[src/rtl/rvfi_order_reorder_pkg.sv]
// rvfi_reorder_pkg: shared payload record and error-cause encoding for the RVFI reorder buffer.
//   RVFI_XLEN    : width of pc/rd data fields held in a record
//   rvfi_rec_t   : payload stored per window slot (order is implied by slot position)
//   reorder_err_e: first protocol-error cause reported on err_code
package rvfi_reorder_pkg;
   localparam int RVFI_XLEN = 32;
   typedef struct packed {
      logic [31:0]          insn;
      logic                 trap;
      logic                 intr;
      logic [RVFI_XLEN-1:0] pc_rdata;
      logic [RVFI_XLEN-1:0] pc_wdata;
      logic [4:0]           rd_addr;
      logic [RVFI_XLEN-1:0] rd_wdata;
   } rvfi_rec_t;
   typedef enum logic [1:0] {
      NONE   = 2'd0,
      STALE  = 2'd1,
      WINDOW = 2'd2
   } reorder_err_e;
endpackage

[src/rtl/rvfi_order_reorder_if.sv]
// rvfi_order_reorder_if: retirement input channel, in-order output channel and status of the reorder buffer.
//   master: the retiring core side (drives in_*, observes out_*, occupancy, err, err_code)
//   slave : the reorder buffer itself
interface rvfi_order_reorder_if #(parameter int DEPTH = 8, parameter int XLEN = 32);
   logic                   in_valid;
   logic [63:0]            in_order;
   logic [31:0]            in_insn;
   logic                   in_trap;
   logic                   in_intr;
   logic [XLEN-1:0]        in_pc_rdata;
   logic [XLEN-1:0]        in_pc_wdata;
   logic [4:0]             in_rd_addr;
   logic [XLEN-1:0]        in_rd_wdata;
   logic                   out_valid;
   logic [63:0]            out_order;
   logic [31:0]            out_insn;
   logic                   out_trap;
   logic                   out_intr;
   logic [XLEN-1:0]        out_pc_rdata;
   logic [XLEN-1:0]        out_pc_wdata;
   logic [4:0]             out_rd_addr;
   logic [XLEN-1:0]        out_rd_wdata;
   logic [$clog2(DEPTH):0] occupancy;
   logic                   err;
   logic [1:0]             err_code;
   modport master (
      output in_valid, in_order, in_insn, in_trap, in_intr, in_pc_rdata, in_pc_wdata, in_rd_addr, in_rd_wdata,
      input  out_valid, out_order, out_insn, out_trap, out_intr, out_pc_rdata, out_pc_wdata, out_rd_addr,
             out_rd_wdata, occupancy, err, err_code
   );
   modport slave (
      input  in_valid, in_order, in_insn, in_trap, in_intr, in_pc_rdata, in_pc_wdata, in_rd_addr, in_rd_wdata,
      output out_valid, out_order, out_insn, out_trap, out_intr, out_pc_rdata, out_pc_wdata, out_rd_addr,
             out_rd_wdata, occupancy, err, err_code
   );
endinterface

[src/rtl/rvfi_order_reorder_store.sv]
// rvfi_reorder_store: window slot storage, one write port and one read-and-clear port.
//   clock/resetn : clock, async active-low reset (clears valid bitmap only)
//   we/waddr/wdata: write a record and mark its slot valid
//   rclr/raddr    : clear the slot at raddr; rdata shows its payload combinationally
//   valid         : full valid bitmap, for duplicate detection at any index
module rvfi_reorder_store
   import rvfi_reorder_pkg::*;
#(
   parameter  int DEPTH = 8,
   localparam int AW    = $clog2(DEPTH)
) (
   input  logic             clock,
   input  logic             resetn,
   input  logic             we,
   input  logic [AW-1:0]    waddr,
   input  rvfi_rec_t        wdata,
   input  logic             rclr,
   input  logic [AW-1:0]    raddr,
   output rvfi_rec_t        rdata,
   output logic [DEPTH-1:0] valid
);
   rvfi_rec_t mem [DEPTH];
   // A write never targets a valid slot and a clear only targets a valid one, so they cannot collide.
   always_ff @(posedge clock or negedge resetn) begin
      if (!resetn) valid <= '0;
      else begin
         if (we) valid[waddr] <= 1'b1;
         if (rclr) valid[raddr] <= 1'b0;
      end
   end
   always_ff @(posedge clock) begin
      if (we) mem[waddr] <= wdata;
   end
   assign rdata = mem[raddr];
endmodule

[src/rtl/rvfi_order_reorder.sv]
// rvfi_order_reorder: reorders out-of-order RVFI retirements into strict rvfi_order sequence.
//   clock/resetn: clock, async active-low reset
//   bus (slave) : in_* retirement records, registered in-order out_* records,
//                 occupancy, sticky err with first-cause err_code
module rvfi_order_reorder
   import rvfi_reorder_pkg::*;
#(
   parameter int DEPTH = 8,
   parameter int XLEN  = 32
) (
   input logic                clock,
   input logic                resetn,
   rvfi_order_reorder_if.slave bus
);
   localparam int AW = $clog2(DEPTH);
   localparam int OW = AW + 1;
   logic [63:0]      next_order;
   logic [63:0]      delta;
   logic [DEPTH-1:0] valid;
   logic [AW-1:0]    head;
   logic             stale;
   logic             window;
   logic             accept;
   logic             drain;
   rvfi_rec_t        wdata;
   rvfi_rec_t        rdata;
   // All checks use pre-edge state; a negative wrapped delta means the order was already retired.
   always_comb begin
      head            = next_order[AW-1:0];
      delta           = bus.in_order - next_order;
      stale           = delta[63] | valid[bus.in_order[AW-1:0]];
      window          = delta >= 64'(DEPTH);
      accept          = bus.in_valid & ~stale & ~window;
      drain           = valid[head];
      wdata.insn      = bus.in_insn;
      wdata.trap      = bus.in_trap;
      wdata.intr      = bus.in_intr;
      wdata.pc_rdata  = bus.in_pc_rdata;
      wdata.pc_wdata  = bus.in_pc_wdata;
      wdata.rd_addr   = bus.in_rd_addr;
      wdata.rd_wdata  = bus.in_rd_wdata;
   end
   rvfi_reorder_store #(.DEPTH(DEPTH)) u_store (
      .clock (clock),
      .resetn(resetn),
      .we    (accept),
      .waddr (bus.in_order[AW-1:0]),
      .wdata (wdata),
      .rclr  (drain),
      .raddr (head),
      .rdata (rdata),
      .valid (valid)
   );
   always_ff @(posedge clock or negedge resetn) begin
      if (!resetn) begin
         next_order       <= '0;
         bus.out_valid    <= 1'b0;
         bus.out_order    <= '0;
         bus.out_insn     <= '0;
         bus.out_trap     <= 1'b0;
         bus.out_intr     <= 1'b0;
         bus.out_pc_rdata <= '0;
         bus.out_pc_wdata <= '0;
         bus.out_rd_addr  <= '0;
         bus.out_rd_wdata <= '0;
         bus.occupancy    <= '0;
         bus.err          <= 1'b0;
         bus.err_code     <= NONE;
      end else begin
         bus.out_valid <= drain;
         bus.occupancy <= bus.occupancy + OW'(accept) - OW'(drain);
         if (drain) begin
            bus.out_order    <= next_order;
            bus.out_insn     <= rdata.insn;
            bus.out_trap     <= rdata.trap;
            bus.out_intr     <= rdata.intr;
            bus.out_pc_rdata <= rdata.pc_rdata;
            bus.out_pc_wdata <= rdata.pc_wdata;
            bus.out_rd_addr  <= rdata.rd_addr;
            bus.out_rd_wdata <= rdata.rd_wdata;
            next_order       <= next_order + 64'd1;
         end
         if (bus.in_valid && (stale || window)) begin
            bus.err <= 1'b1;
            if (!bus.err) bus.err_code <= stale ? STALE : WINDOW;
         end
      end
   end
endmodule

[src/flat_wrapper.sv]
// flat-port wrapper written by rule: the top's interface ports become plain ports
module rvfi_order_reorder_flat import rvfi_reorder_pkg::*;
#(
   parameter int DEPTH = 8,
   parameter int XLEN  = 32
)
  (clock, resetn, bus_in_valid, bus_in_order, bus_in_insn, bus_in_trap, bus_in_intr, bus_in_pc_rdata, bus_in_pc_wdata, bus_in_rd_addr, bus_in_rd_wdata, bus_out_valid, bus_out_order, bus_out_insn, bus_out_trap, bus_out_intr, bus_out_pc_rdata, bus_out_pc_wdata, bus_out_rd_addr, bus_out_rd_wdata, bus_occupancy, bus_err, bus_err_code);
  rvfi_order_reorder_if #(.DEPTH(DEPTH), .XLEN(XLEN)) bus_i ();
  input logic clock;
  input logic resetn;
  input wire logic [$bits(bus_i.in_valid)-1:0] bus_in_valid;
  input wire logic [$bits(bus_i.in_order)-1:0] bus_in_order;
  input wire logic [$bits(bus_i.in_insn)-1:0] bus_in_insn;
  input wire logic [$bits(bus_i.in_trap)-1:0] bus_in_trap;
  input wire logic [$bits(bus_i.in_intr)-1:0] bus_in_intr;
  input wire logic [$bits(bus_i.in_pc_rdata)-1:0] bus_in_pc_rdata;
  input wire logic [$bits(bus_i.in_pc_wdata)-1:0] bus_in_pc_wdata;
  input wire logic [$bits(bus_i.in_rd_addr)-1:0] bus_in_rd_addr;
  input wire logic [$bits(bus_i.in_rd_wdata)-1:0] bus_in_rd_wdata;
  output wire logic [$bits(bus_i.out_valid)-1:0] bus_out_valid;
  output wire logic [$bits(bus_i.out_order)-1:0] bus_out_order;
  output wire logic [$bits(bus_i.out_insn)-1:0] bus_out_insn;
  output wire logic [$bits(bus_i.out_trap)-1:0] bus_out_trap;
  output wire logic [$bits(bus_i.out_intr)-1:0] bus_out_intr;
  output wire logic [$bits(bus_i.out_pc_rdata)-1:0] bus_out_pc_rdata;
  output wire logic [$bits(bus_i.out_pc_wdata)-1:0] bus_out_pc_wdata;
  output wire logic [$bits(bus_i.out_rd_addr)-1:0] bus_out_rd_addr;
  output wire logic [$bits(bus_i.out_rd_wdata)-1:0] bus_out_rd_wdata;
  output wire logic [$bits(bus_i.occupancy)-1:0] bus_occupancy;
  output wire logic [$bits(bus_i.err)-1:0] bus_err;
  output wire logic [$bits(bus_i.err_code)-1:0] bus_err_code;
  assign bus_i.in_valid = bus_in_valid;
  assign bus_i.in_order = bus_in_order;
  assign bus_i.in_insn = bus_in_insn;
  assign bus_i.in_trap = bus_in_trap;
  assign bus_i.in_intr = bus_in_intr;
  assign bus_i.in_pc_rdata = bus_in_pc_rdata;
  assign bus_i.in_pc_wdata = bus_in_pc_wdata;
  assign bus_i.in_rd_addr = bus_in_rd_addr;
  assign bus_i.in_rd_wdata = bus_in_rd_wdata;
  assign bus_out_valid = bus_i.out_valid;
  assign bus_out_order = bus_i.out_order;
  assign bus_out_insn = bus_i.out_insn;
  assign bus_out_trap = bus_i.out_trap;
  assign bus_out_intr = bus_i.out_intr;
  assign bus_out_pc_rdata = bus_i.out_pc_rdata;
  assign bus_out_pc_wdata = bus_i.out_pc_wdata;
  assign bus_out_rd_addr = bus_i.out_rd_addr;
  assign bus_out_rd_wdata = bus_i.out_rd_wdata;
  assign bus_occupancy = bus_i.occupancy;
  assign bus_err = bus_i.err;
  assign bus_err_code = bus_i.err_code;
  rvfi_order_reorder #(.DEPTH(DEPTH), .XLEN(XLEN)) u_core (.clock(clock), .resetn(resetn), .bus(bus_i));
endmodule
[config.mk]
export PLATFORM = sky130hd
export DESIGN_NAME = rvfi_order_reorder_flat
export DESIGN_NICKNAME = d
export VERILOG_FILES = /design/src/rtl/rvfi_order_reorder_pkg.sv /design/src/rtl/rvfi_order_reorder_if.sv /design/src/rtl/rvfi_order_reorder_store.sv /design/src/rtl/rvfi_order_reorder.sv /design/src/flat_wrapper.sv
export SDC_FILE = /design/constraint.sdc
export NUM_CORES = 2
export LEC_CHECK = 0
export BUFFER_PORTS_ARGS = -buffer_cell sky130_fd_sc_hd__buf_2
export CORE_ASPECT_RATIO = 1.1
export CORE_MARGIN = 2
export CORE_UTILIZATION = 48
export DETAILED_ROUTE_END_ITERATION = 10
export PLACE_DENSITY = 0.76
export SYNTH_ARGS = -nofsm -noshare
export SYNTH_HDL_FRONTEND = slang
export SYNTH_SLANG_ARGS = --single-unit
[constraint.sdc]
create_clock -name clock -period 27 [get_ports clock]
set_clock_uncertainty 0.1 [all_clocks]
set_input_delay 4.05 -clock clock [delete_from_list [all_inputs] [get_ports clock]]
set_output_delay 4.05 -clock clock [all_outputs]
set_load 0.005 [all_outputs]
Yosys cells after proc, flatten, opt, wreduce, memory -nomap -nowiden
Memory sizes are Yosys's and may differ from the RTL's. A register that Yosys moved wholly into a read port is not among the register bits.
Index checks and enable logic that the tools add are counted.
Widths: inputs -> output; s select.
{"block": "totals", "memories": 1, "elab_cells": 45, "out_inout_bits": 207, "in_bits": 202, "ram_bits": 1080, "reg_bits": 144}
{"memory": "u_core.u_store.mem", "words": 8, "width": 135, "rd": 1, "rd_ports_with_merged_regs": 1, "write_ports": 1, "line_no": "rvfi_order_reorder_store.sv:22", "text": "rvfi_rec_t mem [DEPTH];"}
{"block": "op_classes", "n_mux": 13, "n_lt_le_gt_ge": 5, "reduce_logical": 6, "add_sub_neg": 4, "n_bitwise": 9}
{"op": "$add 64x1->64 const B", "count": 1}
{"op": "$ge 64x4->1 const B", "count": 1}
{"op": "$sub 64x64->64", "count": 1}
{"op": "$mux 8", "count": 2}
{"op": "$and 8x8->8", "count": 1}
{"op": "$lt 3x4->1 const B", "count": 2}
{"op": "$not 8->8", "count": 1}
{"op": "$or 8x8->8", "count": 1}
{"op": "$bmux 1 s3", "count": 2}
{"op": "$demux 1 s3", "count": 2}
{"op": "$ge 3x1->1 const B", "count": 2}
{"op": "$mux 1", "count": 6}
{"op": "$add 4x1->4", "count": 1}
{"op": "$sub 4x1->4", "count": 1}
{"op": "$logic_and 1x1->1", "count": 3}
{"op": "$not 1->1", "count": 3}
{"op": "$and 1x1->1", "count": 2}
{"op": "$mux 2", "count": 1}
{"op": "$reduce_and 2->1", "count": 1}
{"op": "$logic_not 1->1", "count": 1}
{"op": "$logic_or 1x1->1", "count": 1}
{"op": "$or 1x1->1", "count": 1}

Depth between registers and ports, before layout
{"block": "depth", "word_depth": 9, "depth_mapped": 22, "ltp_nobuf": 19}

Hierarchy
Synthesis repeated with hierarchy kept, for this count alone.
{"block": "unflattened", "cells_unflattened": 3172, "area_unflattened_um2": 56854.5}
{"mod": "rvfi_reorder_store", "instances": 1, "cells_per_inst": 1590, "seq_area_each_um2": 32631.3, "area_each_um2": 41404.7}
{"mod": "rvfi_order_reorder", "instances": 1, "cells_per_inst": 1582, "seq_area_each_um2": 6781.5, "area_each_um2": 15449.8}

Worst setup path after synthesis
Ideal clock, no wire load.
{"block": "synth_path", "path_type": "in2reg", "start": "in bus_in_order[0]", "end": "mem u_core.u_store.mem[7][0] in the netlist's numbering (enable)", "setup_ns": 0.825, "required_time_ns": 26.075, "slack_ns": 8.784, "arrival_ns": 17.291, "n_path_buf": 1, "path_stages": 15, "cell_sequence": "inv_1 > ha_1 > fa_1 > nand3b_1 > a21oi_1 > o2111ai_1 > a21oi_2 > o21ai_2 > a211oi_2 > mux2i_1 > or4_1 > or4_1 > or4b_1 > buf_2 > nor3b_1"}
{"block": "synth_between", "elab_chain_cells": 8, "elab_cells_between_ends": 11, "cone_classes": "1 x add/sub; 1 x order compare; 4 x mux; 5 x bitwise"}
{"element": "start, declared", "line_no": "flat_wrapper.sv:12", "text": "input wire logic [$bits(bus_i.in_order)-1:0] bus_in_order;"}
{"element": "branches (longest 8 deep; another with $sub 64x64->64)"}
{"element": "end, declared", "line_no": "rvfi_order_reorder_store.sv:22"}
Parallel ways; which one is timed is not known. The select of a mux whose other input is x is not followed.

Final worst setup path
{"block": "layout_path", "start": "in bus_in_order[0]", "end": "mem u_core.u_store.mem[7][2] in the netlist's numbering (enable)"}
The elaborated chain is that of the path after synthesis.

==> results.py <==
metrics = {
    "run_status": {
        "status": "completed",
    },
    "floorplanning": {
        "die_h_microns": 361,
        "die_x_microns": 329,
        "initial_utilization_pct": 48.2,
        "core_sq_um": 116000,
        "ios": 409,
        "rows": 131,
        "dieArea_sq_um": 119000,
    },
    "logic_synthesis": {
        "ys_ff_latch": 1359,
        "ys_async_sr_fraction_pct": 20.5,
        "syn_nets": 3609,
        "ys_warn_count": 0,
        "synthesis.area_sq_um": 55700,
        "syn_avg_cell_area_sq_um": 16.7,
        "synth_edf_count": 1080,
        "yosysUniqueCellTypes": 87,
        "syn_inst": 3337,
        "synth_ff_type": "edfxtp_1",
        "seq_area_frac_synth_pct": 70.7,
    },
    "layout": {
        "final_core_util_pct": 55.5,
        "multi_input_area_sq_um": 15400,
        "n_fill_cell": 8737,
        "syn_to_final_growth_pct": 14.9,
        "area.sequential_sq_um": 39400,
        "drive_gt1_share_pct": 25.2,
        "final_nets": 4031,
    },
    "grt": {
        "grt_remaining_overflow": 0,
        "grt_pass1_wl_mm": 204,
        "grt_use_total_pct": 23.3,
        "grt_start_max_net_pins": 153,
        "antenna_found_initial": 37,
        "grt_pass1_vias": 32200,
    },
    "pwr": {
        "power_density_nw_per_um2": 67.1,
        "leakagePower_nw": 23.3,
        "ir_drop_mv": 0.0702,
        "total_power_mw": 4.30,
    },
    "worst_setup_path": {
        "max_stage_delay_ps": 920,
        "cp_max_fo": 61,
        "reg2reg_depth": 16,
        "cp-endpoint": "u_core.u_store.mem[7][2]",
        "arrival_ps": 10910,
        "worst-r2r-setup-slack_ps": 18840,
        "critPathSlowestCell": "buf_4",
        "cp_data_required_time_ps": 27280,
        "r2r_end": "u_core.u_store.mem[7][2]",
        "setup.worst_path.start": "bus_in_order[0]",
        "cp-start-kind": "input pin",
        "critical_path.cell_chain": "buf_2 > inv_1 > ha_1 > fa_1 > nand3b_1 > a21oi_1 > o2111ai_1 > a21boi_1 > o21ai_2 > mux2i_1 > or4_1 > or4_1 > nor4_2 > or4b_1 > nor3b_2 > buf_4 > buf_4 > buf_4",
        "worstSetupPathType": "in2reg",
        "cp-end-kind": "flop",
        "worst_r2r_startpoint": "u_core.next_order[1]",
        "cpMostUsedCell": "buf_4",
    },
    "cts": {
        "postCtsSetupBuffers": 0,
        "clk_pin_slew_ps": 60,
        "cts_resized": 0,
        "htreeDepth": 4,
        "cts_sinks": 1359,
        "cts_buffers": 136,
        "clock_path_buffers": 3,
        "clk_latency_ps": 780,
        "cts_root_buffer": "clkbuf_16",
        "cts_tree": "built",
        "ctsHoldBuffers": 0,
    },
    "route": {
        "ant_nets": 0,
        "post_drt_via_cell_ratio": 5.82,
        "wl_per_cell_microns": 25.5,
        "drt-initial-drc-count": 2355,
        "vias": 31500,
        "dr.pass1.iters": 5,
        "drt_wl_total_mm": 138,
        "drcViolationCount": 0,
    },
    "timing": {
        "rsz0062_at_grt": "false",
        "worstMarginPinSlew_ps": 1090,
        "holdWs_ps": 368,
        "finalSetupTns_ps": 0,
        "drv_slew": 0,
        "fmax_mhz": 94.1,
        "layout_min_cycle_time_ps": 10630,
        "setup_violations": 0,
        "timing.final.crit_share_pct": 39.4,
        "maxSlewHeadroom_pct": 27.1,
        "hold_violations": 0,
    },
    "flow_run": {
        "cap_violations": 0,
    },
    "place": {
        "gp_congestion": 1.01,
        "dpl.hpwl_mm": 84.0,
        "port_buffers": 408,
    },
    "worst_hold_path": {
        "holdCritPathClass": "reg2reg",
    },
}
## kinds of logic (layout without fill, tap and decap cells)
logic type                 count (synthesis)  count (layout)  share of synthesized area, %
and+or+nand+nor                          628             628                          5.19
xor gates and xnor gates                  99              99                          1.56
DFF                                     1359            1359                          70.7
buffers and inverters                    257             793                          1.87
other                                      0              13                             0
muxes                                    424             424                          13.7
AOI/OAI and AO/OA                        500             500                          5.39
adders and majority gates                 70              70                          1.60
## flip-flops by register name (all words and copies together), names as in the netlist
register                 cells
u_core.bus.out_rd_wdata     32
u_core.bus.out_insn         32
u_core.next_order           64
u_core.bus.out_intr          1
u_core.u_store.valid         8
u_core.bus.err               1
u_core.bus.out_rd_addr       5
u_core.bus.out_pc_wdata     32
u_core.bus.err_code          2
u_core.bus.occupancy         4
u_core.bus.out_valid         1
u_core.u_store.mem        1080
u_core.bus.out_pc_rdata     32
u_core.bus.out_trap          1
u_core.bus.out_order        64
## worst min path at each step
stage                                        start                        to  slack [ps]  cells after the start
after floorplan              u_core.next_order[12]     u_core.next_order[12]         340                      1
after global placement    u_core.bus.out_order[28]  u_core.bus.out_order[28]         360                      2
after detailed placement     u_core.next_order[12]     u_core.next_order[12]         360                      1
after CTS                    u_core.next_order[12]     u_core.next_order[12]         370                      1
after global routing      u_core.bus.out_order[35]  u_core.bus.out_order[35]         390                      2
final                        u_core.next_order[21]     u_core.next_order[21]         370                      1
## worst max-delay path, delay by kind of cell
kind	cells	cell delay (ps)
simple gates	6	2400
compound gates	4	1270
buf+inv	5	2340
mux	1	160
fa+ha+maj	2	590
## Yosys cell counts, types with 13 or more instances
master,count,area [sq um]
a21o_1,17,128
buf_1,34,128
o21a_1,17,128
xor2_1,16,140
buf_2,15,75.1
nand2_1,327,1230
inv_1,93,349
xnor2_1,83,727
nand3_1,21,105
nor2_1,90,338
nor4_1,19,119
clkbuf_1,104,390
mux2i_1,150,1500
edfxtp_1,1080,32400
nor3_1,43,215
o21ai_1,13,65.1
o21ai_0,247,1240
dfrtp_1,279,6980
nand4_1,46,288
mux4_2,271,6100
ha_1,68,851
a21oi_1,99,495
## cell usage in the layout (no fill, tap or decap), types with 93 or more instances in the layout
master,synthesis,routed
clkbuf_16,0,139
mux2i_1,150,150
edfxtp_1,1080,1080
buf_2,15,407
dfrtp_1,279,277
mux4_2,271,271
a21oi_1,99,99
inv_1,93,93
nand2_1,327,327
o21ai_0,247,247
## per-layer routing
layer,vias up,share of wire (%),global-route usage (%)
met4,44,3.6,9.37
met1,16200,40,29.8
met2,1181,49,38.0
met5,-,0.22,0
met3,295,7.3,5.99
li1,13900,-,-
## layout make-up
type	instances	area share, %
Multi-Input combinational cell	1721	24.0
Clock inverter	64	1.27
Inverter	94	0.562
Tap cell	1529	2.99
Sequential cell	1359	61.5
Clock buffer	188	5.93
Timing Repair Buffer	447	3.72
Antenna cell	13	0.0508
## where the power goes
| group | switching [mW] | internal [mW] | total (mW) |
|---|---|---|---|
| Sequential | 0.000831 | 2.26 | 2.26 |
| Combinational | 0.0880 | 0.0381 | 0.126 |
| Clock | 0.811 | 1.10 | 1.91 |
| Total | 0.900 | 3.40 | 4.30 |
## metrics by stage
step,cells,cell area [sq um],setup WS (ps)
4_1_cts,5402,64000,16410
6_report,5415,64100,16370
5_1_grt,5410,64100,16020
3_5_place_dp,5150,59400,15570
3_3_place_gp,5150,59400,15640
2_1_floorplan,3337,55700,8780
Power figures use the tool's default switching activity.
